<file path="config.mk">
export PLATFORM = sky130hd
export DESIGN_NAME = imem_loader
export DESIGN_NICKNAME = d
export VERILOG_FILES = /design/src/rtl/imem_loader.sv
export SDC_FILE = /design/constraint.sdc
export NUM_CORES = 1
export LEC_CHECK = 0
export BUFFER_PORTS_ARGS = -buffer_cell sky130_fd_sc_hd__buf_2
export CORE_ASPECT_RATIO = 0.9
export CORE_MARGIN = 3
export CORE_UTILIZATION = 55
export CTS_BUF_LIST = sky130_fd_sc_hd__clkbuf_4
export DETAILED_ROUTE_END_ITERATION = 6
export PLACE_DENSITY = 0.85
export SYNTH_ARGS = -nofsm -noshare
export SYNTH_HDL_FRONTEND = slang
export SYNTH_SLANG_ARGS = --single-unit
</file>
<file path="constraint.sdc">
create_clock -name clk -period 3.6 [get_ports clk]
set_input_delay 0.18 -clock clk [delete_from_list [all_inputs] [get_ports clk]]
set_output_delay 0.18 -clock clk [all_outputs]
set_load 0.01 [all_outputs]
</file>
<file path="src/rtl/imem_loader.sv">
// Byte-stream program loader: assembles little-endian words, writes them to imem,
// verifies an XOR checksum and releases the core hold on success.
module imem_loader #(
   parameter int unsigned ADDR_WIDTH = 10,
   parameter int unsigned BASE_ADDR  = 0
) (
   input  logic                  clk,
   input  logic                  rst_n,
   input  logic                  start,
   input  logic                  byte_valid,
   input  logic [7:0]            byte_data,
   output logic                  byte_ready,
   output logic                  imem_we,
   output logic [ADDR_WIDTH-1:0] imem_addr,
   output logic [31:0]           imem_wdata,
   output logic                  cpu_hold,
   output logic                  done,
   output logic                  error
);

   typedef enum logic [2:0] {StIdle, StHdr, StData, StWrite, StCsum, StDone, StErr} state_e;

   localparam logic [ADDR_WIDTH-1:0] BaseAddr = ADDR_WIDTH'(BASE_ADDR);
   localparam logic [32:0]           Capacity = (33'd1 << ADDR_WIDTH) - 33'(BASE_ADDR);

   state_e                state_q, state_d;
   logic                  byte_ready_d, imem_we_d, cpu_hold_d, done_d, error_d;
   logic [ADDR_WIDTH-1:0] imem_addr_d;
   logic [31:0]           imem_wdata_d;
   logic [1:0]            byte_cnt_q, byte_cnt_d;
   logic [ADDR_WIDTH:0]   word_cnt_q, word_cnt_d;
   logic [ADDR_WIDTH:0]   nwords_q, nwords_d;
   logic [31:0]           csum_q, csum_d;
   logic [23:0]           shreg_q, shreg_d;
   logic                  fire, last;
   logic [31:0]           word_full;

   always_ff @(posedge clk or negedge rst_n) begin
      if (!rst_n) begin
         state_q    <= StIdle;
         byte_ready <= 1'b0;
         imem_we    <= 1'b0;
         imem_addr  <= BaseAddr;
         imem_wdata <= '0;
         cpu_hold   <= 1'b1;
         done       <= 1'b0;
         error      <= 1'b0;
         byte_cnt_q <= '0;
         word_cnt_q <= '0;
         nwords_q   <= '0;
         csum_q     <= '0;
         shreg_q    <= '0;
      end else begin
         state_q    <= state_d;
         byte_ready <= byte_ready_d;
         imem_we    <= imem_we_d;
         imem_addr  <= imem_addr_d;
         imem_wdata <= imem_wdata_d;
         cpu_hold   <= cpu_hold_d;
         done       <= done_d;
         error      <= error_d;
         byte_cnt_q <= byte_cnt_d;
         word_cnt_q <= word_cnt_d;
         nwords_q   <= nwords_d;
         csum_q     <= csum_d;
         shreg_q    <= shreg_d;
      end
   end

   always_comb begin
      state_d      = state_q;
      imem_we_d    = 1'b0;
      imem_addr_d  = imem_addr;
      imem_wdata_d = imem_wdata;
      cpu_hold_d   = cpu_hold;
      done_d       = done;
      error_d      = error;
      byte_cnt_d   = byte_cnt_q;
      word_cnt_d   = word_cnt_q;
      nwords_d     = nwords_q;
      csum_d       = csum_q;
      shreg_d      = shreg_q;

      fire      = byte_valid && byte_ready;
      last      = fire && (byte_cnt_q == 2'd3);
      // Newest byte enters at the top, so byte 0 ends up in bits [7:0].
      word_full = {byte_data, shreg_q};
      if (fire) begin
         shreg_d    = word_full[31:8];
         byte_cnt_d = byte_cnt_q + 2'd1;
      end

      unique case (state_q)
         StIdle, StDone, StErr: begin
            if (start) begin
               state_d     = StHdr;
               done_d      = 1'b0;
               error_d     = 1'b0;
               byte_cnt_d  = '0;
               word_cnt_d  = '0;
               csum_d      = '0;
               cpu_hold_d  = 1'b1;
               imem_addr_d = BaseAddr;
            end
         end
         StHdr: begin
            if (last) begin
               nwords_d = word_full[ADDR_WIDTH:0];
               if ({1'b0, word_full} > Capacity) begin
                  state_d = StErr;
                  error_d = 1'b1;
               end else if (word_full == 32'd0) begin
                  state_d = StCsum;
               end else begin
                  state_d = StData;
               end
            end
         end
         StData: begin
            if (last) begin
               state_d      = StWrite;
               imem_we_d    = 1'b1;
               imem_wdata_d = word_full;
            end
         end
         StWrite: begin
            csum_d      = csum_q ^ imem_wdata;
            word_cnt_d  = word_cnt_q + 1'b1;
            imem_addr_d = imem_addr + 1'b1;
            state_d     = (word_cnt_d == nwords_q) ? StCsum : StData;
         end
         StCsum: begin
            if (last) begin
               if (word_full == csum_q) begin
                  state_d    = StDone;
                  done_d     = 1'b1;
                  cpu_hold_d = 1'b0;
               end else begin
                  state_d = StErr;
                  error_d = 1'b1;
               end
            end
         end
         default: state_d = StIdle;
      endcase

      byte_ready_d = (state_d == StHdr) || (state_d == StData) || (state_d == StCsum);
   end

endmodule

</file>
==> summary.txt <==
WP buf/inv: 0
Starting DRT DRC Count: 374
top-count cell post-synth: dfrtp_1
hold path cells: 5
Synth Area in Compound Gates: 0.0574
Synth top cells by count: dfrtp_1 (129), mux2_2 (63), nand2_1 (63)
FMAX: 387 MHz
Hold Path Sink: state_q[2]
Tcrit/Tclk final: 0.718
ys async rst share: 1.00
Yosys Warn Count: 0
clk sink count: 130
CP endpoint kind: register
Total GRT Usage: 0.239
Synth cell types: 44
latest clock arrival within the worst-skew pair: 0.54 ns
setup bufs post-CTS: 0
max_cap viols: 0
top_reg_cell synth: dfrtp_1
Boundary Pins: 59
Synth Register Bits: 130
maximum clock path buffer count: 2
setup TNS: 0 ns
Worst R2R End: byte_ready
port bufs: 58
final wirelength: 14100 um
largest net degree at the start of global routing: 77
Crit path largest cell delay: 0.49 ns
mapped cell area: 6170 um2
CTS resizes: 0
Root Driver: clkbuf_4
static leakage: 3.27 nW
die area: 12500 um2
adder-cell area share of the yosys netlist: 0.00608
Simple-Gate Fraction of Synth Area: 0.141
Post-synth EDFFs: 0
cts-stage hold buffer count: 10
Synth Area per Inst: 11.2 um2
CORE AREA: 10900 um2
vias in the first global route: 4691
Syn Inst Count: 552
GRT overflow: 0
mux cell area share after synthesis: 0.131
CP required: 4.02 ns
Max FO, Critical Path: 7
CTS Buf Count: 17
1st-pass router iterations: 5
Yosys top cell area share: 0.523
worst relative slew slack: 0.239
Setup Viol. Count Final: 0
top cells by area, synth: dfrtp_1 (52%), mux2_2 (11%), xor2_1 (6.1%), xnor2_1 (5.7%), nand2_1 (3.8%)
Setup Skew: 0.0191 ns
Util after Layout: 0.639
status: finished, final reports clean
Slowest-stage cell, CP: dfrtp_1
starting density of the core: 0.566
Die Span Y: 107 um
antenna violations before repair: 0
placed cell areas: 6590 um2
Tmin final: 2.58 ns
CP top delay family: simple AND/OR/NAND/NOR gates
htree depth: 4
xor/xnor share of the synthesized area: 0.118
Vias/cell: 5.73
CP Class: register to register
diodes inserted: 0
drt drc: 0
maximum vdd drop: 441 uV
reg2reg setup slack: 1.02 ns
r2r startpoint: word_cnt_q[0]
worst min path class: input port to register
dpl hpwl: 9420 um
area delta synth->final: 12.9%
largest family of logic cells by synthesized area: simple AND/OR/NAND/NOR gates
DR WL/cell: 18.0 um
RSZ-0062 raised after global routing: no
Die X: 118 um
total chip power: 4.71 mW
hold slack final: 0.175 ns
worst slew pin tran: 1.14 ns
Final Hold Vio Count: 0
Final Cell Area: 6970 um2
Worst Reg-to-Reg Cells: 8
largest area contributor in the netlist: dfrtp_1
layout cells sized above 1: 0.265
clock-pin slew on the worst setup and hold paths: 0.11 ns
register area share after synthesis: 0.527
post-synthesis net count: 567
CTS tree: done
HP Start: start
# nets final: 633
Max Slew Vio Count: 0
crit-path cells: ha_1 -> and4_1 -> nand3_1 -> xnor2_1 -> nor4_4 -> a31oi_1 -> nor3b_2 -> mux2_2
Core Rows: 36
Final Wtd Congestion: 0.885
Final ANT Viol Nets: 0
crit path launch type: register
first-pass GRT wire length: 23700 um
via count: 4485
pwr dens: 676 nW/um2
CP arrival: 3.01 ns
where the power goes:
group	internal, mW	leakage, nW	total, mW	switching (mW)
Sequential	1.83	1.73	2.33	0.502
Combinational	0.699	1.40	1.42	0.726
Clock	0.403	0.138	0.958	0.555
sequential cells by signal, summed over array words and instances, names as in the netlist:
name        cells
cpu_hold        1
state_q         3
imem_wdata     32
csum_q         32
done            1
byte_cnt_q      2
word_cnt_q     11
imem_we         1
nwords_q       11
error           1
shreg_q        24
byte_ready      1
imem_addr      10
logic make-up (layout without fill, tap and decap cells):
kind of cell | count (synthesis) | after routing
simple gates | 180 | 180
flops | 130 | 130
xor+xnor | 83 | 83
mux | 72 | 72
compound gates | 57 | 57
buf+inv | 27 | 106
fa+ha+maj | 3 | 3
per-layer routing:
| layer | up-vias | track usage | routed length (um) |
|---|---|---|---|
| met1 | 2239 | 0.299 | 5840 |
| met3 | 38 | 0.0473 | 725 |
| met5 | - | 0 | 0 |
| met4 | 0 | 0.104 | 378 |
| met2 | 171 | 0.407 | 7160 |
| li1 | 2037 | - | - |
worst max path at each step:
stage / cells past startpoint / slack, ns / from / end
after floorplan: 9 / 1.29 / word_cnt_q[0] / byte_ready
after global placement: 8 / 1.12 / word_cnt_q[0] / byte_ready
after detailed placement: 8 / 1.03 / word_cnt_q[0] / byte_ready
after CTS: 8 / 1.01 / word_cnt_q[0] / byte_ready
after global routing: 8 / 0.86 / word_cnt_q[0] / byte_ready
final: 8 / 1.02 / word_cnt_q[0] / byte_ready
through the flow:
step | std cells | setup slack, ns
3_3_place_gp | 741 | 1.12
4_1_cts | 783 | 1.01
2_1_floorplan | 552 | 1.29
5_1_grt | 783 | 0.860
3_5_place_dp | 741 | 1.03
6_report | 783 | 1.02
layout make-up:
class,instances,area [um2]
timing repair buffer,72,435
fill,845,3940
multi-input combinational,395,2810
sequential,130,3250
clock inverter,15,144
tap,152,190
inverter,2,7.51
clock buffer,17,128
worst min-delay path: stages:
cell and delay [ns]:
buf_2 0.13, nor2_1 0.08, o21ai_0 0.07, o21ai_0 0.08, a41o_2 0.12
layout by cell type (no fill, tap or decap), types with 3 or more instances in the layout:
| cell type | instances |
|---|---|
| dlygate4sd3_1 | 10 |
| nor3_1 | 3 |
| clkinv_2 | 4 |
| a31oi_1 | 4 |
| nand4_1 | 9 |
| mux2i_1 | 4 |
| nor4_1 | 10 |
| mux2_2 | 63 |
| nand3_1 | 16 |
| nor2_1 | 56 |
| or3_1 | 3 |
| clkbuf_4 | 17 |
| a21oi_1 | 8 |
| nand2b_1 | 4 |
| nor4_4 | 3 |
| buf_2 | 57 |
| dfrtp_1 | 129 |
| o21ai_0 | 22 |
| mux2_1 | 5 |
| clkinv_4 | 3 |
| o31ai_1 | 3 |
| o21ai_1 | 8 |
| xnor2_1 | 40 |
| and3_1 | 4 |
| nand2_1 | 63 |
| clkinvlp_4 | 4 |
| xor2_1 | 43 |
| ha_1 | 3 |
| buf_4 | 4 |
| o211ai_1 | 4 |
(Power assumes the default switching activity.)
